File: config.mk
export PLATFORM = sky130hd
export DESIGN_NAME = trg_ctrl_flat
export DESIGN_NICKNAME = d
export VERILOG_FILES = /design/src/rtl/trg_axis_if.sv /design/src/rtl/trg_ctrl.sv /design/src/flat_wrapper.sv
export SDC_FILE = /design/constraint.sdc
export NUM_CORES = 1
export LEC_CHECK = 0
export BUFFER_PORTS_ARGS = -buffer_cell sky130_fd_sc_hd__buf_2
export CAP_MARGIN = 20
export CORE_ASPECT_RATIO = 0.8
export CORE_MARGIN = 8
export CORE_UTILIZATION = 50
export CTS_CLUSTER_DIAMETER = 50
export DETAILED_ROUTE_END_ITERATION = 7
export HOLD_SLACK_MARGIN = 0.06
export PLACE_DENSITY = 0.85
export SLEW_MARGIN = 20
export SYNTH_ARGS = -nofsm -noshare
export SYNTH_HDL_FRONTEND = slang
export SYNTH_SLANG_ARGS = --single-unit
File: constraint.sdc
create_clock -name AXIS_ACLK -period 4.7 [get_ports AXIS_ACLK]
set_input_delay 0.235 -clock AXIS_ACLK [delete_from_list [all_inputs] [get_ports AXIS_ACLK]]
set_output_delay 0.235 -clock AXIS_ACLK [all_outputs]
set_load 0.01 [all_outputs]
File: src/rtl/trg_axis_if.sv
// ADC AXI-Stream tap between the RF data converter and the trigger sequencer.
interface trg_axis_if #(
    parameter int unsigned TDATA_WIDTH = 128
);
    logic [TDATA_WIDTH-1:0] S_AXIS_TDATA;
    logic                   S_AXIS_TVALID;
    logic                   S_AXIS_TREADY;

    modport master (output S_AXIS_TDATA, output S_AXIS_TVALID, input  S_AXIS_TREADY);
    modport slave  (input  S_AXIS_TDATA, input  S_AXIS_TVALID, output S_AXIS_TREADY);
endinterface

File: src/rtl/trg_ctrl.sv
// Trigger sequencer: threshold detect on ADC lanes, acquisition window control.
// Optional feature macro: TRG_HYSTERESIS_EN (release at THRESHOLD-HYSTERESIS).
module trg_ctrl #(
    parameter int THRESHOLD            = 410,
    parameter int HYSTERESIS           = 32,
    parameter int ADC_RESOLUTION_WIDTH = 12,
    parameter int SAMPLE_WIDTH         = 16,
    parameter int S_AXIS_TDATA_WIDTH   = 128,
    parameter int TIME_STAMP_WIDTH     = 16,
    parameter int PRE_ACQUI_LEN        = 12,
    parameter int POST_ACQUI_LEN       = 38,
    parameter int ACQUI_LEN            = 100,
    parameter int HOLDOFF_LEN          = 4
) (
    input  logic                        AXIS_ACLK,
    input  logic                        AXIS_ARESET,
    trg_axis_if.slave                   s_axis,
    input  logic                        FIFO_FULL,
    output logic                        START_TRG,
    output logic                        FINALIZE_TRG,
    output logic [TIME_STAMP_WIDTH-1:0] TIME_STAMP,
    output logic                        TRG_BUSY,
    output logic [15:0]                 DROP_CNT
);
    localparam int unsigned LANES = S_AXIS_TDATA_WIDTH / SAMPLE_WIDTH;
    localparam int unsigned CW    = ADC_RESOLUTION_WIDTH + 1;
    localparam int unsigned TSW   = TIME_STAMP_WIDTH;
    localparam int unsigned FW    = $clog2(PRE_ACQUI_LEN + 1);
    localparam int unsigned BW    = $clog2(ACQUI_LEN + 1);
    localparam int unsigned PW    = $clog2(POST_ACQUI_LEN + 1);
    localparam int unsigned HW    = $clog2(HOLDOFF_LEN + 1);

    localparam logic signed [CW-1:0] THR_X = CW'(THRESHOLD);
`ifdef TRG_HYSTERESIS_EN
    localparam logic signed [CW-1:0] REL_X = CW'(THRESHOLD - HYSTERESIS);
`else
    localparam logic signed [CW-1:0] REL_X = CW'(THRESHOLD);
`endif

    typedef enum logic [2:0] {S_FILL, S_IDLE, S_ACQ, S_POST, S_HOLD} state_t;

    state_t r_state, w_state_nxt;
    logic [FW-1:0]  r_fill, w_fill_nxt, w_fill_inc;
    logic [BW-1:0]  r_beat, w_beat_nxt, w_beat_inc;
    logic [PW-1:0]  r_post, w_post_nxt, w_post_inc;
    logic [HW-1:0]  r_hold, w_hold_nxt, w_hold_inc;
    logic [TSW-1:0] r_ts, r_tstamp, w_tstamp_nxt;
    logic [15:0]    r_drop, w_drop_nxt;
    logic           r_start, w_start_nxt, r_fin, w_fin_nxt, r_busy, w_busy_nxt, r_tready;

    logic                                   w_hit, w_above_rel, w_low, w_valid;
    logic signed [ADC_RESOLUTION_WIDTH-1:0] w_lane;
    logic signed [CW-1:0]                   w_ext;
    logic                                   w_unused;

    assign w_valid    = s_axis.S_AXIS_TVALID;
    assign w_fill_inc = r_fill + FW'(1);
    assign w_beat_inc = r_beat + BW'(1);
    assign w_post_inc = r_post + PW'(1);
    assign w_hold_inc = r_hold + HW'(1);
    assign w_unused   = ^{1'b0, s_axis.S_AXIS_TDATA, 32'(HYSTERESIS)};

    // Lane decode: MSB-aligned signed samples, compared one bit wider so REL cannot wrap
    always_comb begin
        w_hit       = 1'b0;
        w_above_rel = 1'b0;
        w_lane      = '0;
        w_ext       = '0;
        for (int k = 0; k < int'(LANES); k++) begin
            w_lane = s_axis.S_AXIS_TDATA[k*SAMPLE_WIDTH + SAMPLE_WIDTH - 1 -: ADC_RESOLUTION_WIDTH];
            w_ext  = CW'(w_lane);
            if (w_ext > THR_X) w_hit       = 1'b1;
            if (w_ext > REL_X) w_above_rel = 1'b1;
        end
    end
    assign w_low = ~w_above_rel;

    // State and datapath registers
    always_ff @(posedge AXIS_ACLK or posedge AXIS_ARESET) begin
        if (AXIS_ARESET) begin
            r_state  <= S_FILL;
            r_fill   <= '0;
            r_beat   <= '0;
            r_post   <= '0;
            r_hold   <= '0;
            r_ts     <= '0;
            r_tstamp <= '0;
            r_drop   <= '0;
            r_start  <= 1'b0;
            r_fin    <= 1'b0;
            r_busy   <= 1'b1;
            r_tready <= 1'b0;
        end else begin
            r_state  <= w_state_nxt;
            r_fill   <= w_fill_nxt;
            r_beat   <= w_beat_nxt;
            r_post   <= w_post_nxt;
            r_hold   <= w_hold_nxt;
            r_ts     <= r_ts + TSW'(1);
            r_tstamp <= w_tstamp_nxt;
            r_drop   <= w_drop_nxt;
            r_start  <= w_start_nxt;
            r_fin    <= w_fin_nxt;
            r_busy   <= w_busy_nxt;
            r_tready <= 1'b1;
        end
    end

    // Next-state logic; limit and FIFO-full exits outrank signal release
    always_comb begin
        w_state_nxt = r_state;
        case (r_state)
            S_FILL: if (w_valid && (w_fill_inc == FW'(PRE_ACQUI_LEN))) w_state_nxt = S_IDLE;
            S_IDLE: if (w_valid && w_hit && !FIFO_FULL) w_state_nxt = S_ACQ;
            S_ACQ: begin
                if (w_valid) begin
                    if ((w_beat_inc == BW'(ACQUI_LEN)) || FIFO_FULL) w_state_nxt = S_HOLD;
                    else if (w_low)                                  w_state_nxt = S_POST;
                end
            end
            S_POST: begin
                if (w_valid && ((w_post_inc == PW'(POST_ACQUI_LEN)) ||
                                (w_beat_inc == BW'(ACQUI_LEN)) || FIFO_FULL))
                    w_state_nxt = S_HOLD;
            end
            S_HOLD: if (w_hold_inc == HW'(HOLDOFF_LEN)) w_state_nxt = S_IDLE;
            default: w_state_nxt = S_FILL;
        endcase
    end

    // Output and counter next values
    always_comb begin
        w_fill_nxt   = r_fill;
        w_beat_nxt   = r_beat;
        w_post_nxt   = r_post;
        w_hold_nxt   = '0;
        w_tstamp_nxt = r_tstamp;
        w_drop_nxt   = r_drop;
        w_fin_nxt    = 1'b0;
        w_start_nxt  = (w_state_nxt == S_ACQ) || (w_state_nxt == S_POST);
        w_busy_nxt   = (w_state_nxt != S_IDLE);
        case (r_state)
            S_FILL: if (w_valid) w_fill_nxt = w_fill_inc;
            S_IDLE: begin
                if (w_valid && w_hit) begin
                    if (FIFO_FULL) begin
                        if (r_drop != 16'hFFFF) w_drop_nxt = r_drop + 16'd1;
                    end else begin
                        w_tstamp_nxt = r_ts;
                        w_beat_nxt   = BW'(1);
                    end
                end
            end
            S_ACQ: begin
                if (w_valid) begin
                    w_beat_nxt = w_beat_inc;
                    w_post_nxt = '0;
                    w_fin_nxt  = (w_state_nxt != S_ACQ);
                end
            end
            S_POST: begin
                if (w_valid) begin
                    w_beat_nxt = w_beat_inc;
                    w_post_nxt = w_post_inc;
                end
            end
            S_HOLD:  w_hold_nxt = w_hold_inc;
            default: ;
        endcase
    end

    assign START_TRG            = r_start;
    assign FINALIZE_TRG         = r_fin;
    assign TIME_STAMP           = r_tstamp;
    assign TRG_BUSY             = r_busy;
    assign DROP_CNT             = r_drop;
    assign s_axis.S_AXIS_TREADY = r_tready;
endmodule

File: src/flat_wrapper.sv
// flat-port wrapper written by rule: the top's interface ports become plain ports
module trg_ctrl_flat 
#(
    parameter int THRESHOLD            = 410,
    parameter int HYSTERESIS           = 32,
    parameter int ADC_RESOLUTION_WIDTH = 12,
    parameter int SAMPLE_WIDTH         = 16,
    parameter int S_AXIS_TDATA_WIDTH   = 128,
    parameter int TIME_STAMP_WIDTH     = 16,
    parameter int PRE_ACQUI_LEN        = 12,
    parameter int POST_ACQUI_LEN       = 38,
    parameter int ACQUI_LEN            = 100,
    parameter int HOLDOFF_LEN          = 4
)
  (AXIS_ACLK, AXIS_ARESET, FIFO_FULL, START_TRG, FINALIZE_TRG, TIME_STAMP, TRG_BUSY, DROP_CNT, s_axis_S_AXIS_TDATA, s_axis_S_AXIS_TVALID, s_axis_S_AXIS_TREADY);
  trg_axis_if #(.TDATA_WIDTH(128)) s_axis_i ();
  input  logic AXIS_ACLK;
  input  logic AXIS_ARESET;
  input  logic FIFO_FULL;
  output logic START_TRG;
  output logic FINALIZE_TRG;
  output logic [TIME_STAMP_WIDTH-1:0] TIME_STAMP;
  output logic TRG_BUSY;
  output logic [15:0] DROP_CNT;
  input wire logic [$bits(s_axis_i.S_AXIS_TDATA)-1:0] s_axis_S_AXIS_TDATA;
  input wire logic [$bits(s_axis_i.S_AXIS_TVALID)-1:0] s_axis_S_AXIS_TVALID;
  output wire logic [$bits(s_axis_i.S_AXIS_TREADY)-1:0] s_axis_S_AXIS_TREADY;
  assign s_axis_i.S_AXIS_TDATA = s_axis_S_AXIS_TDATA;
  assign s_axis_i.S_AXIS_TVALID = s_axis_S_AXIS_TVALID;
  assign s_axis_S_AXIS_TREADY = s_axis_i.S_AXIS_TREADY;
  trg_ctrl #(.THRESHOLD(THRESHOLD), .HYSTERESIS(HYSTERESIS), .ADC_RESOLUTION_WIDTH(ADC_RESOLUTION_WIDTH), .SAMPLE_WIDTH(SAMPLE_WIDTH), .S_AXIS_TDATA_WIDTH(S_AXIS_TDATA_WIDTH), .TIME_STAMP_WIDTH(TIME_STAMP_WIDTH), .PRE_ACQUI_LEN(PRE_ACQUI_LEN), .POST_ACQUI_LEN(POST_ACQUI_LEN), .ACQUI_LEN(ACQUI_LEN), .HOLDOFF_LEN(HOLDOFF_LEN)) u_core (.AXIS_ACLK(AXIS_ACLK), .AXIS_ARESET(AXIS_ARESET), .s_axis(s_axis_i), .FIFO_FULL(FIFO_FULL), .START_TRG(START_TRG), .FINALIZE_TRG(FINALIZE_TRG), .TIME_STAMP(TIME_STAMP), .TRG_BUSY(TRG_BUSY), .DROP_CNT(DROP_CNT));
endmodule
Yosys cells after proc, flatten, opt, wreduce, memory -nomap -nowiden
Index checks and enable logic that the tools add are counted.

Register bits: 75. Bits in latches: 0. Bits in writable memories: 0. Bits in read-only memories: 0. Input port bits: 132. Output and inout port bits: 36. Word-level logic and storage cells: 89. Memories kept: 0.

Add/sub/neg operators: 6. $mul: 0. Div/mod/pow operators: 0. Order comparisons: 8. Equality and inequality tests: 18. Shifts and indexed selects: 0. Muxes and demuxes: 26. Bitwise logic cells: 1. Reductions and logical operators: 18.

Operator list (count): 12-bit by 10-bit greater-than comparator with 1-bit output (second input constant) (8); 16-bit by 1-bit adder with 16-bit output (second input constant) (2); 3-bit two-way mux (8); 7-bit two-way mux (3); 16-bit inequality test (second input constant) (1); 3-bit case mux with 5 select lines (1); 7-bit case mux with 2 select lines (1); 3-bit by 2-bit == test with 1-bit output (second input constant) (4); 6-bit two-way mux (2); 6-bit case mux with 2 select lines (1); 1-bit two-way mux (10); 4-bit AND reduction (2); 7-bit by 1-bit adder with 7-bit output (second input constant) (1); 7-bit == test (second input constant) (1); 6-bit by 1-bit adder with 6-bit output (second input constant) (1); 3-bit == test (second input constant) (2); 6-bit == test (second input constant) (1); 2-bit inequality test (second input constant) (3); 3-bit AND reduction (2); 4-bit by 1-bit adder with 4-bit output (second input constant) (1); 4-bit == test (second input constant) (1); 1-bit logical AND (4); 1-bit logical OR (4); 2-bit by 1-bit inequality test with 1-bit output (second input constant) (2); 10 further kinds (11).

Logic depth before layout (Yosys ltp)
Gate-level depths: netlist of run 1.

Depth in word-level cells: 16. Depth in mapped cells: 8. Mapped depth without buffers: 8.

Worst setup path after synthesis of run 1
Ideal clock, no wire load.

Kind: reg-to-reg. From: register u_core.r_drop[5] (netlist: u_core.DROP_CNT[5]). To: register u_core.r_drop[1] (netlist: u_core.DROP_CNT[1]). Library setup time: 0.125 ns. Arrival: 1.778 ns. Required time: 4.575 ns. Slack: 2.798 ns. Cell stages (with the launch flop): 7. Buffers on the path: 0. Period minus slack after synthesis: 1.902 ns. Cells stage by stage: dfrtp_1 > and4_1 > and3_1 > and3_1 > nand4_1 > nand4_4 > mux2_2.

Word-level cells in the longest chain between the ends: 2.

RTL lines: from (decl) (RTL line trg_ctrl.sv:48) `logic [15:0] r_drop, w_drop_nxt;`; from (signal assigned) (RTL line trg_ctrl.sv:101) `r_drop <= w_drop_nxt;`; 16-bit inequality test (RTL line trg_ctrl.sv:147) `if (r_drop != 16'hFFFF) w_drop_nxt = r_drop + 16'd1;`; 4-bit AND reduction (no line).

Every way passes these cells. A chain may end at the register's enable or synchronous reset.

Worst setup path in the final report of run 1
From: register u_core.r_state[0]. To: register u_core.r_busy (netlist: u_core.TRG_BUSY).

Word-level cells in the longest chain between the ends: 5. Elaborated cells between the ends (all ways): 14. Classes of those cells: eq/ne (5); mux (8); reduce/logical (1).

RTL lines: from (decl) (RTL line trg_ctrl.sv:42) `state_t r_state, w_state_nxt;`; from (signal assigned) (RTL line trg_ctrl.sv:94) `r_state <= w_state_nxt;`; 3-bit two-way mux (RTL line trg_ctrl.sv:118) `else if (w_low) w_state_nxt = S_POST;`; 3-bit two-way mux (RTL line trg_ctrl.sv:117) `if ((w_beat_inc == BW'(ACQUI_LEN)) || FIFO_FULL) w_state_nxt = S_HOLD;`; 3-bit two-way mux (RTL line trg_ctrl.sv:116) `if (w_valid) begin`; 3-bit case mux with 5 select lines (*) (RTL line trg_ctrl.sv:112) `case (r_state)`; 3-bit by 1-bit inequality test with 1-bit output (*) (RTL line trg_ctrl.sv:141) `w_busy_nxt = (w_state_nxt != S_IDLE);`; via u_core.w_busy_nxt (RTL line trg_ctrl.sv:49) `logic r_start, w_start_nxt, r_fin, w_fin_nxt, r_busy, w_busy_nxt, r_tready;`; to (signal assigned) (RTL line trg_ctrl.sv:104) `r_busy <= w_busy_nxt;`; to (decl) (RTL line trg_ctrl.sv:49).

The timed path passes the listed nets; every way through them passes the cells marked *.

==> metrics.txt, run 1 <==
# TYPE chip_impl_metric gauge
chip_impl_metric{name="period_minus_slack",unit="ns"} 2.104
chip_impl_metric{name="overflow",unit=""} 0
chip_impl_metric{name="ir_worst_vdd",unit="mV"} 0.2820
chip_impl_metric{name="routed_wire_length_per_instance",unit="microns"} 16.51
chip_impl_metric{name="mappedNetlistNets",unit=""} 491
chip_impl_metric{name="detailed_place_hpwl",unit="mm"} 7.577
chip_impl_metric{name="share_of_the_cycle_needed_by_the_critical_path_after_routing",unit="%"} 44.77
chip_impl_metric{name="grt_antenna_before_repair",unit=""} 0
chip_impl_metric{name="tns",unit="ns"} 0
chip_impl_metric{name="critical_path_arrival",unit="ns"} 2.36
chip_impl_info{name="timing.rr.end",value="u_core.TRG_BUSY"} 1
chip_impl_metric{name="cts-buffers-inserted",unit=""} 9
chip_impl_metric{name="crit_path_max_incr_delay",unit="ns"} 0.59
chip_impl_metric{name="post_layout_nets",unit=""} 634
chip_impl_metric{name="share_of_the_yosys_chip_area_belonging_to_registers",unit="%"} 50.56
chip_impl_metric{name="cts_max_path_buffers",unit=""} 2
chip_impl_metric{name="synth_largest_type_area_fraction",unit="%"} 49.85
chip_impl_metric{name="syn_area_per_cell",unit="sq um"} 10.61
chip_impl_info{name="critical_path.startpoint_type",value="flop"} 1
chip_impl_metric{name="first_pass_iters",unit=""} 4
chip_impl_metric{name="finalWorstSetupSlack",unit="ns"} 2.596
chip_impl_metric{name="dieWidth",unit="microns"} 112.4
chip_impl_metric{name="finalWirelength",unit="mm"} 9.709
chip_impl_metric{name="p_total",unit="mW"} 1.837
chip_impl_metric{name="layout-drive-gt1-share",unit="%"} 35.94
chip_impl_metric{name="cts.repair.resized",unit=""} 0
chip_impl_metric{name="die-area",unit="sq um"} 10460
chip_impl_metric{name="vertical_die_dimension",unit="microns"} 93.10
chip_impl_metric{name="timing.hold.worst_path_depth",unit=""} 4
chip_impl_metric{name="post_synth_inst_count",unit=""} 350
chip_impl_info{name="mostFrequentLayoutCell",value="buf_2"} 1
chip_impl_metric{name="report.final.hold_viol_count",unit=""} 0
chip_impl_metric{name="detailedRoute.firstIterationViolations",unit=""} 119
chip_impl_metric{name="layout-area-overhead-vs-synth",unit="%"} 26.27
chip_impl_info{name="endpoint_of_the_worst_hold_path",value="u_core.r_state[0]"} 1
chip_impl_metric{name="synth.distinct_cells",unit=""} 48
chip_impl_metric{name="clk_pin_slew_worst_paths",unit="ns"} 0.08
chip_impl_metric{name="setup_violations",unit=""} 0
chip_impl_metric{name="largest_driver_fanout_on_the_critical_path",unit=""} 17
chip_impl_metric{name="hold_ws",unit="ns"} 0.2987
chip_impl_info{name="worstHoldPathType",value="input pin to flop"} 1
chip_impl_info{name="layout_common_cells",value="135 x buf_2, 74 x dfrtp_1, 40 x nand2_1"} 1
chip_impl_metric{name="max_freq",unit="GHz"} 0.4753
chip_impl_metric{name="pin_count_of_the_biggest_net_entering_global_routing",unit=""} 64
chip_impl_metric{name="num_antenna_cells",unit=""} 0
chip_impl_info{name="cp_slowest_cell",value="nor4_2"} 1
chip_impl_metric{name="timing.max_slew.rel_slack",unit="%"} 47.81
chip_impl_metric{name="post-cts-setup-buffer-count",unit=""} 0
chip_impl_metric{name="rows",unit=""} 28
chip_impl_metric{name="drtAntennaViolNets",unit=""} 0
chip_impl_metric{name="drv_slew",unit=""} 0
chip_impl_metric{name="clock_latency",unit="ns"} 0.35
chip_impl_info{name="synthTopCellsByArea",value="dfrtp_1 50%, mux2_2 4.5%, xnor2_1 4.5%"} 1
chip_impl_metric{name="clock_sinks",unit=""} 75
chip_impl_metric{name="power_density",unit="nW/um^2"} 391.5
chip_impl_metric{name="preCtsSetupSlack",unit="ns"} 2.594
chip_impl_info{name="hold_start",value="s_axis_S_AXIS_TVALID"} 1
chip_impl_metric{name="detail_route.drc_violations",unit=""} 0
chip_impl_metric{name="overall_routing_resource_usage",unit="%"} 18.90
chip_impl_metric{name="ys_ff_latch",unit=""} 75
chip_impl_metric{name="yosys_warns",unit=""} 0
chip_impl_info{name="crit_type",value="flop to flop"} 1
chip_impl_info{name="synth.largest_area_cell",value="dfrtp_1"} 1
chip_impl_metric{name="core-area",unit="sq um"} 7287
chip_impl_metric{name="input_output_buffers",unit=""} 135
chip_impl_info{name="status",value="complete, no violations"} 1
chip_impl_metric{name="number_of_global_route_vias_before_repair",unit=""} 3312
chip_impl_metric{name="cts_htree_levels",unit=""} 3
chip_impl_metric{name="route.vias.total",unit=""} 3271
chip_impl_metric{name="ios",unit=""} 168
chip_impl_metric{name="post_synth_instance_area",unit="sq um"} 3715
chip_impl_metric{name="worst-slew-pin-transition",unit="ns"} 0.7829
chip_impl_info{name="tritoncts_clock_tree",value="built"} 1
chip_impl_metric{name="cap_violations",unit=""} 0
chip_impl_metric{name="skew",unit="ns"} 0.008550
chip_impl_info{name="grt_setup_unrepaired",value="no"} 1
chip_impl_metric{name="cp_data_required_time",unit="ns"} 4.96
chip_impl_metric{name="reg2reg_depth",unit=""} 5
chip_impl_info{name="crit-reg2reg-launch",value="u_core.r_state[0]"} 1
chip_impl_metric{name="total_leakage_power",unit="nW"} 2.405
chip_impl_metric{name="wire_length_of_the_first_global_routing_pass",unit="mm"} 16.03
chip_impl_info{name="cts_root_buf",value="clkbuf_8"} 1
chip_impl_info{name="critical_path.endpoint_type",value="flop"} 1
chip_impl_metric{name="place_congestion",unit=""} 0.9633
chip_impl_metric{name="floorplan.initialDensity",unit="%"} 50.98
chip_impl_info{name="critical_path.cell_chain",value="nor4_2 > a41oi_1 > o31ai_1 > a21oi_1 > or3_1"} 1
chip_impl_metric{name="post_drt_via_cell_ratio",unit=""} 5.563
chip_impl_metric{name="ff2ff_setup_slack",unit="ns"} 2.60
-- synth_stat cells, drive strengths merged --
cell type / instances
nor3: 5
xnor2: 19
or4: 1
o21a: 2
or3b: 1
and4bb: 1
mux2: 15
nand2b: 2
buf: 3
and4: 1
or3: 3
and3: 5
a31oi: 1
o211a: 8
dfrtp: 74
o22ai: 1
o31ai: 5
xor2: 17
nor4b: 1
o21ai: 10
nand3b: 4
dfstp: 1
o2bb2ai: 4
and2: 1
mux2i: 1
nor2: 28
clkbuf: 2
nand3: 21
nor2b: 2
nand2: 41
o211ai: 8
ha: 9
nor4: 1
nand4: 17
inv: 11
conb: 1
o22a: 4
a22o: 1
a41oi: 2
a21oi: 14
a211oi: 2
-- worst max path at each step --
stage / start / endpoint / slack (ns) / depth (start not counted)
2_1_floorplan: AXIS_ARESET / u_core.DROP_CNT[0] / 2.56 / 1
3_3_place_gp: s_axis_S_AXIS_TDATA[12] / u_core.TIME_STAMP[10] / 2.60 / 7
3_5_place_dp: s_axis_S_AXIS_TDATA[12] / u_core.TIME_STAMP[4] / 2.59 / 7
4_1_cts: u_core.r_state[0] / u_core.TRG_BUSY / 2.62 / 5
5_1_grt: u_core.r_state[0] / u_core.TRG_BUSY / 2.46 / 5
6_report: u_core.r_state[0] / u_core.TRG_BUSY / 2.60 / 5
-- critical path: cells and delay by family, from the launching register on --
| family | cells | cell delay, ns |
|---|---|---|
| compound gates | 3 | 0.46 |
| flops | 1 | 0.58 |
| simple gates | 2 | 0.98 |
-- report_power, final --
part	total (mW)	internal (mW)	switching [mW]
Combinational	0.462	0.225	0.237
Clock	0.497	0.249	0.248
Sequential	0.877	0.760	0.118
-- area by class of cell --
class / count / area [sq um]
Sequential cell: 75 / 1878
Fill cell: 579 / 2596
Clock inverter: 7 / 73.82
Tap cell: 90 / 112.6
Multi-Input combinational cell: 259 / 1768
Timing Repair Buffer: 137 / 693.2
Clock buffer: 9 / 123.9
Inverter: 11 / 41.29
-- sequential cells by signal, summed over array words and instances (netlist names) --
signal,cells
u_core.TIME_STAMP,16
u_core.r_beat,7
u_core.r_hold,3
u_core.r_ts,16
u_core.s_axis.S_AXIS_TREADY,1
u_core.r_state,3
u_core.TRG_BUSY,1
u_core.DROP_CNT,16
u_core.START_TRG,1
u_core.FINALIZE_TRG,1
u_core.r_post,6
u_core.r_fill,4
-- cell families after synthesis --
kind of cell	Yosys count	synth area share, %
flops	75	50.56
mux	16	4.816
compound gates	62	12.26
simple gates	135	18.90
buf+inv	16	1.852
fa+ha+maj	9	3.031
xor+xnor	36	8.488
other cells	1	0.1009
-- layer usage --
metal,wire (microns),track usage (%),part of all wire (%),vias to the layer above
met3,713,6.375,7.3,26
met5,0,0,0,-
met4,266,7.951,2.7,0
met2,4996,34.52,51,122
li1,-,-,-,1548
met1,3732,19.70,38,1575
-- through the flow --
step | utilization, % | instances | area [sq um]
2_1_floorplan | - | 350 | 3715
3_3_place_gp | 61.52 | 571 | 4483
3_5_place_dp | 61.52 | 571 | 4483
4_1_cts | 64.37 | 588 | 4691
5_1_grt | 64.37 | 588 | 4691
6_report | 64.37 | 588 | 4691
-- repair_timing --
item | 4_1_cts | 5_1_grt
hold buffers | 1 | 0
setup endpoints to repair | 0 | 0
hold endpoints to repair | 12 | 0
No activity file was read; power rests on OpenSTA's default activity.
==> run 2, diff against run 1 <==
--- a/config.mk
+++ b/config.mk
@@ -9,11 +9,11 @@
 export CAP_MARGIN = 20
 export CORE_ASPECT_RATIO = 0.8
 export CORE_MARGIN = 8
-export CORE_UTILIZATION = 50
+export CORE_UTILIZATION = 43
 export CTS_CLUSTER_DIAMETER = 50
 export DETAILED_ROUTE_END_ITERATION = 7
 export HOLD_SLACK_MARGIN = 0.06
-export PLACE_DENSITY = 0.85
+export PLACE_DENSITY = 0.78
 export SLEW_MARGIN = 20
 export SYNTH_ARGS = -nofsm -noshare
 export SYNTH_HDL_FRONTEND = slang
==> constraint.sdc (replaced) <==
create_clock -name AXIS_ACLK -period 1.7 [get_ports AXIS_ACLK]
set_input_delay 0.085 -clock AXIS_ACLK [delete_from_list [all_inputs] [get_ports AXIS_ACLK]]
set_output_delay 0.085 -clock AXIS_ACLK [all_outputs]
set_load 0.01 [all_outputs]
==> run 2 against run 1 <==
Against the previous run: the flow now finishes with violations (setup timing); via count rose by 4.8%; flip-flop and latch count is the same; setup slack got worse by 2.7 ns; total power rose to 2.9 times the previous value; clock skew down 0.00061 ns; register-to-register slack got worse by 2.7 ns; combinational power rose to 3.9 times the previous value; maximum frequency is 16% higher; critical path depth grew 3.
==> metrics.txt, run 2 (same netlist as run 1, synthesis figures left out) <==
# TYPE chip_impl_metric gauge
chip_impl_info{name="status",value="complete, but fails checks"} 1
chip_impl_info{name="failed_checks",value="setup timing"} 1
chip_impl_metric{name="period_minus_slack",unit="ns"} 1.816
chip_impl_metric{name="place_congestion",unit=""} 0.9379
chip_impl_metric{name="setup_violations",unit=""} 16
chip_impl_info{name="cts_root_buf",value="clkbuf_8"} 1
chip_impl_info{name="endpoint_of_the_worst_hold_path",value="u_core.r_state[0]"} 1
chip_impl_metric{name="ios",unit=""} 168
chip_impl_metric{name="ir_worst_vdd",unit="mV"} 0.6495
chip_impl_metric{name="finalWirelength",unit="mm"} 10.51
chip_impl_metric{name="cts-buffers-inserted",unit=""} 9
chip_impl_info{name="critical_path.endpoint_type",value="flop"} 1
chip_impl_metric{name="grt_antenna_before_repair",unit=""} 0
chip_impl_metric{name="tns",unit="ns"} -1.142
chip_impl_metric{name="clk_pin_slew_worst_paths",unit="ns"} 0.07
chip_impl_metric{name="core-area",unit="sq um"} 8446
chip_impl_metric{name="layout-area-overhead-vs-synth",unit="%"} 41.43
chip_impl_metric{name="floorplan.initialDensity",unit="%"} 43.99
chip_impl_metric{name="cap_violations",unit=""} 0
chip_impl_metric{name="report.final.hold_viol_count",unit=""} 0
chip_impl_metric{name="vertical_die_dimension",unit="microns"} 99.14
chip_impl_metric{name="number_of_global_route_vias_before_repair",unit=""} 3583
chip_impl_metric{name="overflow",unit=""} 0
chip_impl_metric{name="total_leakage_power",unit="nW"} 2.734
chip_impl_info{name="layout_common_cells",value="135 x buf_2, 73 x dfrtp_1, 48 x buf_4"} 1
chip_impl_metric{name="pin_count_of_the_biggest_net_entering_global_routing",unit=""} 34
chip_impl_info{name="grt_setup_unrepaired",value="yes"} 1
chip_impl_metric{name="first_pass_iters",unit=""} 4
chip_impl_metric{name="clock_sinks",unit=""} 75
chip_impl_metric{name="clock_latency",unit="ns"} 0.36
chip_impl_metric{name="post_layout_nets",unit=""} 685
chip_impl_metric{name="share_of_the_cycle_needed_by_the_critical_path_after_routing",unit="%"} 106.8
chip_impl_metric{name="input_output_buffers",unit=""} 135
chip_impl_metric{name="timing.hold.worst_path_depth",unit=""} 4
chip_impl_metric{name="routed_wire_length_per_instance",unit="microns"} 15.92
chip_impl_metric{name="detailed_place_hpwl",unit="mm"} 8.141
chip_impl_metric{name="post_drt_via_cell_ratio",unit=""} 5.192
chip_impl_info{name="tritoncts_clock_tree",value="built"} 1
chip_impl_metric{name="cp_data_required_time",unit="ns"} 1.94
chip_impl_metric{name="skew",unit="ns"} 0.007944
chip_impl_info{name="hold_start",value="s_axis_S_AXIS_TVALID"} 1
chip_impl_metric{name="die-area",unit="sq um"} 11890
chip_impl_info{name="timing.rr.end",value="u_core.DROP_CNT[11]"} 1
chip_impl_info{name="critical_path.startpoint_type",value="flop"} 1
chip_impl_metric{name="detail_route.drc_violations",unit=""} 0
chip_impl_metric{name="num_antenna_cells",unit=""} 0
chip_impl_metric{name="layout-drive-gt1-share",unit="%"} 46.17
chip_impl_metric{name="dieWidth",unit="microns"} 119.9
chip_impl_metric{name="rows",unit=""} 30
chip_impl_info{name="critical-path-top-cell-by-count",value="and3_4"} 1
chip_impl_metric{name="overall_routing_resource_usage",unit="%"} 18.02
chip_impl_metric{name="finalWorstSetupSlack",unit="ns"} -0.1159
chip_impl_metric{name="detailedRoute.firstIterationViolations",unit=""} 107
chip_impl_metric{name="cts_htree_levels",unit=""} 3
chip_impl_metric{name="drtAntennaViolNets",unit=""} 0
chip_impl_metric{name="sequential_cell_area",unit="sq um"} 1879
chip_impl_metric{name="critical_path_arrival",unit="ns"} 2.06
chip_impl_metric{name="power_density",unit="nW/um^2"} 1021
chip_impl_metric{name="utilization",unit="%"} 62.21
chip_impl_info{name="critical_path.cell_chain",value="and4_4 > and3_4 > and3_4 > nand4_1 > and4bb_4 > buf_4 > nand2_4 > xnor2_2"} 1
chip_impl_metric{name="multi_input_area",unit="sq um"} 1903
chip_impl_metric{name="cts_max_path_buffers",unit=""} 2
chip_impl_metric{name="route.vias.total",unit=""} 3427
chip_impl_info{name="crit_type",value="flop to flop"} 1
chip_impl_metric{name="max_freq",unit="GHz"} 0.5507
chip_impl_metric{name="drv_slew",unit=""} 0
chip_impl_info{name="cp_slowest_cell",value="dfrtp_2"} 1
chip_impl_metric{name="reg2reg_depth",unit=""} 8
chip_impl_metric{name="largest_driver_fanout_on_the_critical_path",unit=""} 6
chip_impl_info{name="worstHoldPathType",value="input pin to flop"} 1
chip_impl_metric{name="wire_length_of_the_first_global_routing_pass",unit="mm"} 17.48
chip_impl_info{name="crit-reg2reg-launch",value="u_core.DROP_CNT[5]"} 1
chip_impl_metric{name="fillers",unit=""} 699
chip_impl_metric{name="ff2ff_setup_slack",unit="ns"} -0.12
chip_impl_metric{name="crit_path_max_incr_delay",unit="ns"} 0.41
chip_impl_info{name="mostFrequentLayoutCell",value="buf_2"} 1
==> run 2: changes by cell type in the layout (fill, tap and decap cells not counted), moves of 4 or more <==
| cell | before | now |
|---|---|---|
| xnor2_2 | 0 | 4 |
| buf_4 | 1 | 48 |
| nand2_1 | 40 | 36 |
| xnor2_1 | 19 | 15 |
==> run 2: worst max-delay path by stage <==
stage | startpoint | end | slack [ns]
2_1_floorplan | u_core.DROP_CNT[5] | u_core.DROP_CNT[15] | -0.11
3_3_place_gp | u_core.DROP_CNT[5] | u_core.DROP_CNT[15] | -0.06
3_5_place_dp | u_core.DROP_CNT[5] | u_core.DROP_CNT[15] | -0.14
4_1_cts | u_core.r_beat[0] | u_core.TRG_BUSY | -0.11
5_1_grt | u_core.DROP_CNT[5] | u_core.DROP_CNT[15] | -0.19
6_report | u_core.DROP_CNT[5] | u_core.DROP_CNT[11] | -0.12
==> run 2: power by group <==
group	switching (mW)	internal, mW
Clock	0.653	0.559
Combinational	0.857	0.932
Sequential	0.265	2.10
Total	1.77	3.59
==> run 2: final cells by class <==
| type | count | area share (%) |
|---|---|---|
| Clock buffer | 11 | 2.691 |
| Multi-Input combinational cell | 259 | 36.22 |
| Sequential cell | 75 | 35.77 |
| Inverter | 11 | 0.8573 |
| Tap cell | 112 | 2.667 |
| Timing Repair Buffer | 188 | 21.27 |
| Clock inverter | 4 | 0.5239 |
==> run 2: timing repair <==
item	in CTS	in global routing
hold buffers	1	0
pin swaps	8	10
hold endpoints to repair	74	0
setup endpoints to repair	19	24
setup buffers	4	6
gates resized for setup	9	15
==> run 2: routing by layer <==
| layer | track usage, % | share of wire (%) | vias to the layer above |
|---|---|---|---|
| li1 | - | - | 1641 |
| met1 | 19.89 | 41 | 1652 |
| met2 | 31.95 | 50 | 121 |
| met3 | 6.852 | 7.4 | 13 |
| met4 | 4.598 | 1.4 | 0 |
| met5 | 0 | 0 | - |
==> run 2: critical path: cells and delay by family (launching register included) <==
kind                      cells  cell delay, ns
DFF                           1            0.41
buffers and inverters         1            0.14
xor gates and xnor gates      1            0.11
and+or+nand+nor               6            1.02
==> run 2: per-stage QoR <==
stage | cell area [sq um] | setup WS [ns] | total power, mW | cells | hold slack, ns
2_1_floorplan | 3747 | -0.1111 | 3.291 | 350 | 0.2706
5_1_grt | 5254 | -0.1949 | 5.722 | 660 | 0.1587
3_5_place_dp | 4896 | -0.1359 | 4.101 | 635 | 0.09861
4_1_cts | 5149 | -0.1054 | 5.357 | 655 | 0.1360
3_3_place_gp | 4896 | -0.06291 | 3.994 | 635 | 0.08863
6_report | 5254 | -0.1159 | 5.367 | 660 | 0.1506
==> run 3, diff against run 2 <==
==> constraint.sdc (replaced) <==
create_clock -name AXIS_ACLK -period 1.7 [get_ports AXIS_ACLK]
set_input_delay 0.085 -clock AXIS_ACLK [delete_from_list [all_inputs] [get_ports AXIS_ACLK]]
set_output_delay 0.085 -clock AXIS_ACLK [all_outputs]
set_load 0.05 [all_outputs]
==> run 3 against run 2 <==
Against the previous run: the flow still finishes with violations (setup timing); combinational power grew 28%; via count shrank 0.76%; routed wire length grew 0.19%; flip-flop and latch count is the same; non-clock buffer count shrank 4; first-iteration DRC count grew 31%; critical path type unchanged.
==> metrics.txt, run 3 (same netlist as run 1, synthesis figures left out) <==
# TYPE chip_impl_metric gauge
chip_impl_info{name="status",value="complete, but fails checks"} 1
chip_impl_info{name="failed_checks",value="setup timing"} 1
chip_impl_metric{name="drtAntennaViolNets",unit=""} 0
chip_impl_metric{name="rows",unit=""} 30
chip_impl_metric{name="grt_antenna_before_repair",unit=""} 0
chip_impl_metric{name="skew",unit="ns"} 0.01939
chip_impl_metric{name="routed_wire_length_per_instance",unit="microns"} 16.04
chip_impl_metric{name="total_leakage_power",unit="nW"} 2.654
chip_impl_metric{name="core-area",unit="sq um"} 8446
chip_impl_metric{name="timing.max_slew.rel_slack",unit="%"} 63.09
chip_impl_metric{name="share_of_the_cycle_needed_by_the_critical_path_after_routing",unit="%"} 108.6
chip_impl_metric{name="number_of_global_route_vias_before_repair",unit=""} 3423
chip_impl_metric{name="finalNonFillerCells",unit=""} 656
chip_impl_metric{name="overall_routing_resource_usage",unit="%"} 17.35
chip_impl_metric{name="cp_data_required_time",unit="ns"} 1.93
chip_impl_metric{name="drv_slew",unit=""} 0
chip_impl_metric{name="hold_ws",unit="ns"} 0.2391
chip_impl_info{name="crit_type",value="flop to flop"} 1
chip_impl_metric{name="vertical_die_dimension",unit="microns"} 99.14
chip_impl_metric{name="post_layout_nets",unit=""} 681
chip_impl_metric{name="clock_latency",unit="ns"} 0.35
chip_impl_metric{name="overflow",unit=""} 0
chip_impl_metric{name="pin_count_of_the_biggest_net_entering_global_routing",unit=""} 76
chip_impl_metric{name="floorplan.initialDensity",unit="%"} 43.99
chip_impl_metric{name="detailedRoute.firstIterationViolations",unit=""} 140
chip_impl_metric{name="sequential_cell_area",unit="sq um"} 1886
chip_impl_metric{name="die-area",unit="sq um"} 11890
chip_impl_metric{name="dieWidth",unit="microns"} 119.9
chip_impl_metric{name="critical_path_arrival",unit="ns"} 2.08
chip_impl_metric{name="detailed_place_hpwl",unit="mm"} 7.869
chip_impl_metric{name="placedInstanceArea",unit="sq um"} 4868
chip_impl_info{name="cts_root_buf",value="clkbuf_8"} 1
chip_impl_metric{name="finalWirelength",unit="mm"} 10.53
chip_impl_info{name="grt_setup_unrepaired",value="yes"} 1
chip_impl_metric{name="stdcell_area",unit="sq um"} 5238
chip_impl_metric{name="clock_sinks",unit=""} 75
chip_impl_metric{name="period_minus_slack",unit="ns"} 1.847
chip_impl_metric{name="cts_htree_levels",unit=""} 3
chip_impl_info{name="critical_path.startpoint_type",value="flop"} 1
chip_impl_metric{name="fillers",unit=""} 655
chip_impl_metric{name="finalWorstSetupSlack",unit="ns"} -0.1466
chip_impl_metric{name="wire_length_of_the_first_global_routing_pass",unit="mm"} 16.83
chip_impl_info{name="mostFrequentLayoutCell",value="buf_2"} 1
chip_impl_metric{name="clk_pin_slew_worst_paths",unit="ns"} 0.09
chip_impl_metric{name="input_output_buffers",unit=""} 135
chip_impl_metric{name="ios",unit=""} 168
chip_impl_info{name="critical_path.endpoint_type",value="flop"} 1
chip_impl_metric{name="worst-slew-pin-transition",unit="ns"} 0.5536
chip_impl_metric{name="layout-drive-gt1-share",unit="%"} 46.51
chip_impl_metric{name="place_congestion",unit=""} 1.005
chip_impl_metric{name="route.vias.total",unit=""} 3401
chip_impl_metric{name="cts-buffers-inserted",unit=""} 9
chip_impl_metric{name="first_pass_iters",unit=""} 4
chip_impl_metric{name="power_density",unit="nW/um^2"} 1176
chip_impl_metric{name="largest_driver_fanout_on_the_critical_path",unit=""} 10
chip_impl_metric{name="post_drt_via_cell_ratio",unit=""} 5.184
chip_impl_metric{name="report.final.hold_viol_count",unit=""} 0
chip_impl_metric{name="p_total",unit="mW"} 6.159
chip_impl_metric{name="max_freq",unit="GHz"} 0.5415
chip_impl_metric{name="placedCellCount",unit=""} 633
chip_impl_metric{name="detail_route.drc_violations",unit=""} 0
chip_impl_metric{name="ir_worst_vdd",unit="mV"} 0.7927
chip_impl_metric{name="cap_violations",unit=""} 0
chip_impl_metric{name="timing.hold.worst_path_depth",unit=""} 4
chip_impl_metric{name="reg2reg_depth",unit=""} 6
chip_impl_metric{name="preCtsSetupSlack",unit="ns"} -0.09274
chip_impl_metric{name="num_antenna_cells",unit=""} 0
chip_impl_metric{name="setup_violations",unit=""} 17
chip_impl_metric{name="layout-area-overhead-vs-synth",unit="%"} 40.99
chip_impl_metric{name="cts_max_path_buffers",unit=""} 2
chip_impl_info{name="worstHoldPathType",value="input pin to flop"} 1
chip_impl_info{name="tritoncts_clock_tree",value="built"} 1
chip_impl_info{name="layout_common_cells",value="135 x buf_2, 68 x dfrtp_1, 46 x buf_4"} 1
chip_impl_metric{name="multi_input_area",unit="sq um"} 1878
run 3: cell count changes in the layout (fill, tap and decap cells not counted), sizes merged:
cell      before  now
buf          187  183
bufinv         0    2
clkinvlp       4    2
run 3: repair_timing:
item | CTS | global route
hold endpoints to repair | 74 | 0
hold buffers | 1 | 0
pin swaps | 3 | 9
resized for setup | 7 | 14
setup endpoints to repair | 18 | 25
buffers inserted | 2 | 5
cloned | 0 | 0
run 3: worst paths after layout:
kind | slack [ns] | end | from
setup reg to reg | -0.15 | u_core.DROP_CNT[1] | u_core.DROP_CNT[7]
hold reg to reg | 0.47 | u_core.r_ts[15] | u_core.r_ts[15]
min in group asynchronous | 0.39 | u_core.s_axis.S_AXIS_TREADY | AXIS_ARESET
setup / recovery | -0.15 | u_core.DROP_CNT[1] | u_core.DROP_CNT[7]
hold / removal | 0.24 | u_core.FINALIZE_TRG | s_axis_S_AXIS_TVALID
max in group asynchronous | 0.98 | u_core.TRG_BUSY | AXIS_ARESET
run 3: final cells by class:
cell class,instances,share of cell area (%)
sequential,75,36.00
multi-input combinational,259,35.86
timing repair buffer,184,20.45
clock buffer,11,2.699
tap,112,2.676
clock inverter,4,1.457
inverter,11,0.8600
run 3: critical path: stages, from the launching register on:
cell	delay (ns)
dfrtp_2	0.36
and4_1	0.24
and3_4	0.20
and3_4	0.18
nand4_1	0.18
nand4_4	0.21
mux2_2	0.36
run 3: metal layers:
layer	track usage, %	part of all wire (%)	vias to the layer above
li1	-	-	1640
met1	20.00	40	1615
met4	4.023	1.2	0
met2	29.89	50	130
met5	0	0	-
met3	6.625	7.9	16
run 3: report_power, final:
group          internal (mW)  switching, mW  total (mW)
Clock                  0.862          0.635        1.50
Combinational          0.959           1.34        2.30
Sequential              2.10          0.264        2.37
Total                   3.92           2.23        6.16
run 3: metrics by stage:
step,setup TNS (ns),utilization (%)
2_1_floorplan,-3.172,-
3_3_place_gp,-0.8852,57.64
3_5_place_dp,-1.401,57.64
4_1_cts,-1.554,60.95
5_1_grt,-2.898,62.01
6_report,-1.749,62.01
